[src/rtl/sram_port_arbiter.sv]
// Two-port round-robin arbiter in front of a single-port SRAM macro.
// Accepted accesses flow through a 3-stage pipeline that returns a completion pulse to the originator.
module sram_port_arbiter #(
  parameter int AW = 9,
  parameter int DW = 32
) (
  input  logic            clk_i,
  input  logic            rst_ni,
  input  logic            m0_req_i,
  input  logic            m0_we_i,
  input  logic [AW-1:0]   m0_addr_i,
  input  logic [DW-1:0]   m0_wdata_i,
  input  logic [DW/8-1:0] m0_wmask_i,
  output logic            m0_gnt_o,
  output logic            m0_rvalid_o,
  output logic [DW-1:0]   m0_rdata_o,
  input  logic            m1_req_i,
  input  logic            m1_we_i,
  input  logic [AW-1:0]   m1_addr_i,
  input  logic [DW-1:0]   m1_wdata_i,
  input  logic [DW/8-1:0] m1_wmask_i,
  output logic            m1_gnt_o,
  output logic            m1_rvalid_o,
  output logic [DW-1:0]   m1_rdata_o,
  output logic            o_csb0,
  output logic            o_web0,
  output logic [AW-1:0]   o_waddr0,
  output logic [DW-1:0]   o_din0,
  output logic [DW/8-1:0] o_wmask0,
  input  logic [DW-1:0]   i_dout0,
  input  logic            clr_i,
  output logic [15:0]     conflict_cnt_o
);

  // Handshake: an access is accepted in any cycle where req && gnt; while gnt is
  // low the requester may hold, change or drop its request freely.
  logic            prio;  // 0: m0 wins a tie, 1: m1 wins a tie
  logic            grant;
  logic            gnt_id;
  logic            sel_we;
  logic [AW-1:0]   sel_addr;
  logic [DW-1:0]   sel_wdata;
  logic [DW/8-1:0] sel_wmask;

  logic s1_valid, s1_id, s1_we;
  logic s2_valid, s2_id, s2_we;

  assign m0_gnt_o  = rst_ni & m0_req_i & (~m1_req_i | ~prio);
  assign m1_gnt_o  = rst_ni & m1_req_i & (~m0_req_i |  prio);
  assign grant     = m0_gnt_o | m1_gnt_o;
  assign gnt_id    = m1_gnt_o;
  assign sel_we    = gnt_id ? m1_we_i    : m0_we_i;
  assign sel_addr  = gnt_id ? m1_addr_i  : m0_addr_i;
  assign sel_wdata = gnt_id ? m1_wdata_i : m0_wdata_i;
  assign sel_wmask = gnt_id ? m1_wmask_i : m0_wmask_i;

  always_ff @(posedge clk_i) begin
    if (!rst_ni) begin
      prio           <= 1'b0;
      o_csb0         <= 1'b1;
      o_web0         <= 1'b1;
      o_waddr0       <= '0;
      o_din0         <= '0;
      o_wmask0       <= '0;
      s1_valid       <= 1'b0;
      s1_id          <= 1'b0;
      s1_we          <= 1'b0;
      s2_valid       <= 1'b0;
      s2_id          <= 1'b0;
      s2_we          <= 1'b0;
      m0_rvalid_o    <= 1'b0;
      m1_rvalid_o    <= 1'b0;
      m0_rdata_o     <= '0;
      m1_rdata_o     <= '0;
      conflict_cnt_o <= '0;
    end else begin
      if (grant) begin
        prio     <= ~gnt_id;
        o_waddr0 <= sel_addr;
        o_din0   <= sel_wdata;
        o_wmask0 <= sel_we ? sel_wmask : '0;
      end
      o_csb0 <= ~grant;
      o_web0 <= ~(grant & sel_we);

      s1_valid <= grant;
      s1_id    <= gnt_id;
      s1_we    <= sel_we;
      s2_valid <= s1_valid;
      s2_id    <= s1_id;
      s2_we    <= s1_we;

      // SRAM read data is present during stage 2; writes complete with zero data.
      m0_rvalid_o <= s2_valid & ~s2_id;
      m1_rvalid_o <= s2_valid &  s2_id;
      m0_rdata_o  <= (s2_valid & ~s2_id & ~s2_we) ? i_dout0 : '0;
      m1_rdata_o  <= (s2_valid &  s2_id & ~s2_we) ? i_dout0 : '0;

      if (clr_i) begin
        conflict_cnt_o <= '0;
      end else if (m0_req_i && m1_req_i && conflict_cnt_o != 16'hFFFF) begin
        conflict_cnt_o <= conflict_cnt_o + 16'd1;
      end
    end
  end

endmodule
[config.mk]
export PLATFORM = sky130hd
export DESIGN_NAME = sram_port_arbiter
export DESIGN_NICKNAME = d
export VERILOG_FILES = /design/src/rtl/sram_port_arbiter.sv
export SDC_FILE = /design/constraint.sdc
export NUM_CORES = 1
export LEC_CHECK = 0
export BUFFER_PORTS_ARGS = -buffer_cell sky130_fd_sc_hd__buf_4
export CAP_MARGIN = 20
export CORE_ASPECT_RATIO = 0.7
export CORE_MARGIN = 8
export CORE_UTILIZATION = 39
export CTS_CLUSTER_SIZE = 28
export DETAILED_ROUTE_END_ITERATION = 6
export PLACE_DENSITY = 0.77
export SLEW_MARGIN = 20
export SYNTH_ARGS = -nofsm -noshare
export SYNTH_HDL_FRONTEND = slang
export SYNTH_SLANG_ARGS = --single-unit
[constraint.sdc]
create_clock -name clk_i -period 5.3 [get_ports clk_i]
set_clock_uncertainty 0.1 [all_clocks]
set_input_delay 0.53 -clock clk_i [delete_from_list [all_inputs] [get_ports clk_i]]
set_output_delay 0.53 -clock clk_i [all_outputs]
set_load 0.1 [all_outputs]
==> results.rst, run 1 <==
.. list-table::
   :header-rows: 1

   * - Metric
     - Value
   * - Final critical-path required period
     - 2.89 ns
   * - Per-cell via count in the routed design
     - 4.99
   * - Drt first pass iters
     - 7
   * - Post-DP HPWL
     - 11,600 um
   * - Number of synthesized flops with an enable pin
     - 0
   * - Sequential cell area fraction in the yosys report
     - 0.600
   * - Uppermost routed layer
     - met4
   * - Arrival time reported for the critical path endpoint
     - 2.26 ns
   * - Level count of the clock H-tree
     - 4
   * - Worst relative slew slack
     - 0.321
   * - 1st-iter DRT viols
     - 376
   * - Number of buffers inserted for hold repair after clock tree synthesis
     - 0
   * - Finish-stage setup viols
     - 0
   * - Maximum Capacitance Violations
     - 0
   * - Min-Delay Path Class
     - in2reg
   * - Post-cts resize count
     - 0
   * - Data required time of the critical path
     - 4.67 ns
   * - Highest Clock Rate
     - 0.346 GHz
   * - Pin count of the biggest net entering global routing
     - 44
   * - WL final
     - 14,900 um
   * - Bufs on Longest Clock Path
     - 2
   * - Clock tree from TritonCTS
     - done
   * - Top-level port count
     - 260
   * - Total setup buffers inserted after CTS
     - 0
   * - Post-synthesis cell type count
     - 39
   * - Ranking of synthesized cells by area
     - dfxtp_1 60%, and2_1 9.5%, a222oi_1 9.1%
   * - Signed area change from the synthesized netlist to the final layout
     - 59.0%
   * - Starting density of the core
     - 0.394
   * - ANT cells
     - 0
   * - DR WL met2
     - 7100 um
   * - Clock insertion delay at the later pin of the skew report
     - 0.40 ns
   * - Final hold violation count
     - 0
   * - Number of buffers inserted by port buffering
     - 259
   * - Placed cell area
     - 6600 um^2
   * - Fraction of synthesis flops using an asynchronous set or reset pin
     - 0
   * - Count of vias placed by the detailed router
     - 4,235
   * - Congestion Overflow GR
     - 0
   * - Wire length on met1
     - 5360 um
   * - Worst Setup End Kind
     - primary output
   * - Leak Pwr
     - 3.54 nW
   * - Core ar.
     - 11,500 um^2
   * - Clock sink count
     - 136
   * - Post-route cell area
     - 7210 um^2
   * - Crit Path Category
     - reg2out
   * - RePlAce Congestion
     - 0.849
   * - Total number of nets in the final design
     - 809
   * - Clock transition at the registers of the reported paths
     - 0.06 ns
   * - Final Slew Violations
     - 0
   * - Area of the mapped netlist
     - 4530 um^2
   * - DRC errors left
     - 1
   * - Worst-margin pin slew
     - 1.01 ns
   * - Vias in the first global route
     - 4,381
   * - Wire length of the first global-routing pass
     - 22,300 um
   * - Worst Setup SP
     - prio
   * - Cell count after synthesis
     - 422
   * - Number of warnings printed during yosys synthesis
     - 0
   * - Launching point of the worst reg2reg path
     - conflict_cnt_o[0]
   * - RSZ-0062 raised after global routing
     - no
   * - DIE AREA
     - 15,400 um^2
   * - Share of the synthesized area in the top cell type
     - 0.600
   * - Overall die width
     - 145 um
   * - Average size of a mapped cell
     - 10.7 um^2
   * - Part of the cycle the worst path needs
     - 0.546
   * - Proportion of layout cells with a drive suffix above 1
     - 0.438
   * - Max rail drop VDD
     - 0.000266 V
   * - Setup Total Neg Slack
     - 0 ns
   * - Synthesized flop and latch total
     - 136
   * - Number of buffers created by CTS
     - 17
   * - Launch instance of the worst min-delay path
     - i_dout0[18]
   * - Library cell occupying the most area in the post-synthesis netlist
     - dfxtp_1
   * - Crit start category
     - register
   * - Top flip-flop cell by instance count after synthesis
     - dfxtp_1
   * - Mapped Nets
     - 552
   * - Total GRT Usage
     - 0.183
   * - Y dimension of the die
     - 106 um
   * - Power density of the placed cells
     - 395 nW/um^2
   * - Failing checks
     - design-rule violations
   * - Site Rows
     - 33
   * - Root Buffer
     - clkbuf_16
   * - Result of the run
     - complete, but fails checks
   * - Routed WL per cell
     - 17.6 um
   * - Count of antenna-violating nets left after detailed routing
     - 0
   * - Length of routed met3 wiring
     - 2210 um
   * - Antenna violations before repair
     - 0
   * - Critical-path maximum fanout
     - 42
synth_stat cells (2+ instances only):
library cell and n:
a21oi_1 15, and4_1 4, nor2b_1 3, or4_1 7
mux2i_1 4, inv_1 44, buf_4 2, clkbuf_1 12
or3_1 6, and2_1 69, nand4_1 7, and3_1 3
nand3_1 4, a31oi_1 2, nand3_2 2, nand2b_1 4
nor3_1 2, o31ai_1 7, nand2_1 10, o21ai_0 12
a222oi_1 41, buf_2 10, dfxtp_1 136
logic make-up after synthesis:
| logic type | synth area share |
|---|---|
| flops | 0.600 |
| simple gates | 0.183 |
| compound gates | 0.144 |
| buf+inv | 0.0615 |
| mux | 0.00883 |
| fa+ha+maj | 0.00276 |
final timing paths:
path	depth (start not counted)	end	slack, ns
max	4	m1_gnt_o	2.41
min	2	m0_rdata_o[18]	0.24
max reg2reg	5	conflict_cnt_o[4]	3.06
min reg2reg	1	s2_id	0.33
routing by layer:
| metal | up-vias | GRT usage |
|---|---|---|
| li1 | 2016 | - |
| met1 | 1951 | 0.194 |
| met2 | 244 | 0.306 |
| met3 | 24 | 0.0936 |
| met4 | 0 | 0.0703 |
| met5 | - | 0 |
cells in the final DEF, fill, tap and decap left out, drive strengths merged, types with 5 or more instances in the layout:
master / instances
nand3: 6
a21oi: 16
and4: 5
o31ai: 7
buf: 262
o21ai: 12
nand4: 7
clkbuf: 17
dfxtp: 136
or4: 7
a222oi: 41
nand2: 11
inv: 53
and2: 69
or3: 6
registers in the layout (all words and copies together) (netlist names), 4 cells and up:
| name | count |
|---|---|
| conflict_cnt_o | 16 |
| o_wmask0 | 4 |
| m1_rdata_o | 32 |
| m0_rdata_o | 32 |
| o_din0 | 32 |
| o_waddr0 | 9 |
cell type report:
type,count,area [um^2]
Clock buffer,17,425
Clock inverter,14,186
Fill cell,922,4310
Inverter,45,169
Multi-Input combinational cell,217,1540
Sequential cell,136,2720
Tap cell,157,196
Timing Repair Buffer,262,1970
power by group:
group | internal (mW) | total, mW | switching [mW]
clock network | 0.752 | 1.21 | 0.461
logic | 0.145 | 0.541 | 0.397
registers | 1.07 | 1.09 | 0.0250
total | 1.96 | 2.85 | 0.883
critical path, cell delays in order, from the launching register on:
cell and delay (ns):
dfxtp_1 0.40, nand2b_1 0.18, nand3_2 0.24, inv_2 0.62
buf_4 0.41
per-stage QoR:
stage,worst slack [ns],hold WS [ns],std cells,utilization,power (mW)
2_1_floorplan,2.70,0.312,422,-,1.49
3_3_place_gp,2.64,0.318,817,0.573,1.65
3_5_place_dp,2.58,0.317,817,0.573,1.66
4_1_cts,2.39,0.213,848,0.626,2.87
5_1_grt,2.22,0.216,848,0.626,2.95
6_report,2.41,0.236,848,0.626,2.85
Note: power is estimated with default switching activity, not from simulation.
==> inputs of run 2 (changes only) <==
==> constraint.sdc (replaced) <==
create_clock -name clk_i -period 2.7 [get_ports clk_i]
set_clock_uncertainty 0.1 [all_clocks]
set_input_delay 0.27 -clock clk_i [delete_from_list [all_inputs] [get_ports clk_i]]
set_output_delay 0.27 -clock clk_i [all_outputs]
set_load 0.1 [all_outputs]
==> results.rst, run 2 (synthesis gave the netlist of run 1 again) <==
.. list-table::
   :header-rows: 1

   * - Metric
     - Value
   * - Data required time of the critical path
     - 2.90 ns (was 4.67 ns)
   * - Vias in the first global route
     - 5,440 (was 4,381)
   * - Worst-margin pin slew
     - 1.03 ns (was 1.01 ns)
   * - Leak Pwr
     - 3.92 nW (was 3.54 nW)
   * - Proportion of layout cells with a drive suffix above 1
     - 0.381 (was 0.438)
   * - Site Rows
     - 33 (unchanged)
   * - DIE AREA
     - 15,400 um^2 (unchanged)
   * - DRC errors left
     - 2 (was 1)
   * - ANT cells
     - 0 (unchanged)
   * - Launch instance of the worst min-delay path
     - m0_wdata_i[16] (was i_dout0[18])
   * - Drt first pass iters
     - 7 (unchanged)
   * - Flop pwr share
     - 0.384 (about the same)
   * - Wire length of the first global-routing pass
     - 28,300 um (was 22,300 um)
   * - Maximum Capacitance Violations
     - 0 (unchanged)
   * - Core ar.
     - 11,500 um^2 (unchanged)
   * - Clock power share
     - 0.392 (was 0.426)
   * - Most common cell after layout, fill and taps aside
     - buf_4 (unchanged)
   * - Number of fillers in the final layout
     - 777 (was 922)
   * - Clock insertion delay at the later pin of the skew report
     - 0.41 ns (was 0.40 ns)
   * - Post-route cell area
     - 8270 um^2 (was 7210 um^2)
   * - Pre-CTS WS
     - 0.503 ns (was 2.58 ns)
   * - Y dimension of the die
     - 106 um (unchanged)
   * - Level count of the clock H-tree
     - 4 (unchanged)
   * - Failing checks
     - design-rule violations (unchanged)
   * - WL final
     - 18,800 um (was 14,900 um)
   * - Total GRT Usage
     - 0.236 (was 0.183)
   * - Top-level port count
     - 260 (unchanged)
   * - Power density of the placed cells
     - 679 nW/um^2 (was 395 nW/um^2)
   * - Final critical-path required period
     - 2.62 ns
   * - Placed cell area
     - 6610 um^2 (was 6600 um^2)
   * - Worst-path cell with the longest stage delay
     - dlygate4sd3_1 (was inv_2)
   * - Part of the cycle the worst path needs
     - 0.971
   * - Cell breakdown of the critical path
     - nand2b_1, nand3_2, inv_2, buf_4, a222oi_1, dlygate4sd3_1, inv_1 (was nand2b_1, nand3_2, inv_2, buf_4)
   * - Registers with the most flip-flops
     - m0_rdata_o: 32 flops, m1_rdata_o: 32 flops, o_din0: 32 flops (unchanged)
   * - Clock transition at the registers of the reported paths
     - 0.06 ns (about the same)
   * - Crit-path leading delay family
     - buffers and inverters (unchanged)
   * - Crit start category
     - register (unchanged)
   * - Worst Setup End Kind
     - register (was primary output)
   * - Setup Total Neg Slack
     - 0 ns (unchanged)
   * - Internal power component
     - 3.76 mW (was 1.96 mW)
   * - Bufs on Longest Clock Path
     - 2 (unchanged)
   * - Max rail drop VDD
     - 0.000530 V (was 0.000266 V)
   * - Per-cell via count in the routed design
     - 5.11 (was 4.99)
   * - Finish-stage setup viols
     - 0 (unchanged)
   * - Total setup buffers inserted after CTS
     - 0 (unchanged)
   * - Slack of the critical path
     - 0.0770 ns (was 2.41 ns)
   * - Post-DP HPWL
     - 11,600 um (about the same)
   * - Antenna violations before repair
     - 0 (unchanged)
   * - Number of buffers created by CTS
     - 17 (unchanged)
   * - Worst Setup SP
     - prio (unchanged)
   * - 1st-iter DRT viols
     - 406 (was 376)
   * - Switching fraction of total power
     - 0.331 (was 0.310)
   * - Psw
     - 1.86 mW (was 883 uW)
   * - Clock tree from TritonCTS
     - done (unchanged)
   * - Part of the power in combinational logic
     - 0.225 (was 0.190)
   * - Highest Clock Rate
     - 0.381 GHz
   * - Most used cells in the layout excluding fill and tap cells
     - 264 x buf_4, 136 x dfxtp_1, 109 x dlygate4sd3_1 (was 262 x buf_4, 136 x dfxtp_1, 69 x and2_1)
   * - Launching point of the worst reg2reg path
     - prio (was conflict_cnt_o[0])
   * - Count of vias placed by the detailed router
     - 4,905 (was 4,235)
   * - Pin count of the biggest net entering global routing
     - 46 (was 44)
   * - Count of antenna-violating nets left after detailed routing
     - 0 (unchanged)
   * - RePlAce Congestion
     - 0.875 (was 0.849)
   * - Root Buffer
     - clkbuf_16 (unchanged)
   * - Critical-path maximum fanout
     - 39 (was 42)
   * - Buf/Inv on CP
     - 4 (was 2)
   * - Result of the run
     - complete, but fails checks (unchanged)
   * - Min-Delay Path Class
     - in2reg (unchanged)
   * - Worst relative slew slack
     - 0.313 (was 0.321)
   * - Routed WL per cell
     - 19.6 um (was 17.6 um)
   * - Crit Path Category
     - reg2reg (was reg2out)
   * - Final Slew Violations
     - 0 (unchanged)
   * - Final hold violation count
     - 0 (unchanged)
   * - Highest cell delay on the worst timing path
     - 0.63 ns (was 0.62 ns)
   * - Arrival time reported for the critical path endpoint
     - 2.83 ns (was 2.26 ns)
   * - Congestion Overflow GR
     - 0 (unchanged)
   * - Overall die width
     - 145 um (unchanged)
   * - Number of buffers inserted by port buffering
     - 259 (unchanged)
   * - Clock sink count
     - 136 (unchanged)
   * - Signed area change from the synthesized netlist to the final layout
     - 82.4% (was 59.0%)
   * - Total number of nets in the final design
     - 920 (was 809)
   * - Starting density of the core
     - 0.394 (unchanged)
==> run 2: changes by cell type in the layout (fill, tap and decap cells not counted) <==
cell	before	now
buf_4	262	264
bufinv_16	3	0
clkbuf_8	0	1
clkinvlp_4	2	4
dlygate4sd3_1	0	109
inv_6	7	5
inv_8	1	4
==> run 2: power groups by stage <==
stage | logic [mW] | registers (mW) | clock network (mW)
after global routing | 1.30 | 2.16 | 2.33
final | 1.26 | 2.15 | 2.20
after global placement | 1.05 | 2.18 | 0
after detailed placement | 1.07 | 2.19 | 0
after CTS | 1.23 | 2.14 | 2.23
after floorplan | 0.147 | 2.77 | 0
==> run 2: final timing paths <==
check                     to  slack (ns)  cells past startpoint
setup / recovery  o_din0[17]        0.08                      7
hold / removal    o_din0[16]        0.01                      3
setup reg to reg  o_din0[17]        0.08                      7
hold reg to reg     s2_valid        0.33                      1
==> run 2: stage by stage <==
stage | util | std cells | power (mW) | hold WS [ns]
3_3_place_gp | 0.574 | 819 | 3.24 | 0.316
3_5_place_dp | 0.574 | 819 | 3.25 | 0.317
4_1_cts | 0.717 | 959 | 5.60 | 0.00199
6_report | 0.718 | 960 | 5.61 | 0.0137
2_1_floorplan | - | 422 | 2.92 | 0.292
5_1_grt | 0.718 | 960 | 5.79 | 0.00408
==> run 2: per-layer routing <==
| metal | share of wire | GRT usage | vias to the layer above | wire, um |
|---|---|---|---|---|
| li1 | - | - | 2254 | - |
| met1 | 0.36 | 0.243 | 2286 | 6680 |
| met2 | 0.49 | 0.405 | 312 | 9140 |
| met3 | 0.12 | 0.0936 | 53 | 2270 |
| met4 | 0.037 | 0.133 | 0 | 704 |
| met5 | 0 | 0 | - | 0 |
==> run 2: cell type report <==
cell class	instances	area, um^2	area share
Multi-Input combinational cell	217	1540	0.187
Clock buffer	18	439	0.0531
Sequential cell	136	2720	0.329
Timing Repair Buffer	373	3070	0.372
Clock inverter	14	128	0.0154
Tap cell	157	196	0.0238
Inverter	45	169	0.0204
==> run 2: worst register-to-register path, cell delays in order, from the launching register on <==
cell and delay [ns]:
dfxtp_1 0.34, nand2b_1 0.19, nand3_2 0.21, inv_2 0.09, buf_4 0.27, a222oi_1 0.63, dlygate4sd3_1 0.63, inv_1 0.06
==> run 2: repair_timing <==
action | CTS | global route
endpoints found under the hold margin | 102 | 1
hold buffers | 108 | 1
endpoints found under the setup margin | 0 | 0
resized for setup | 0 | 0
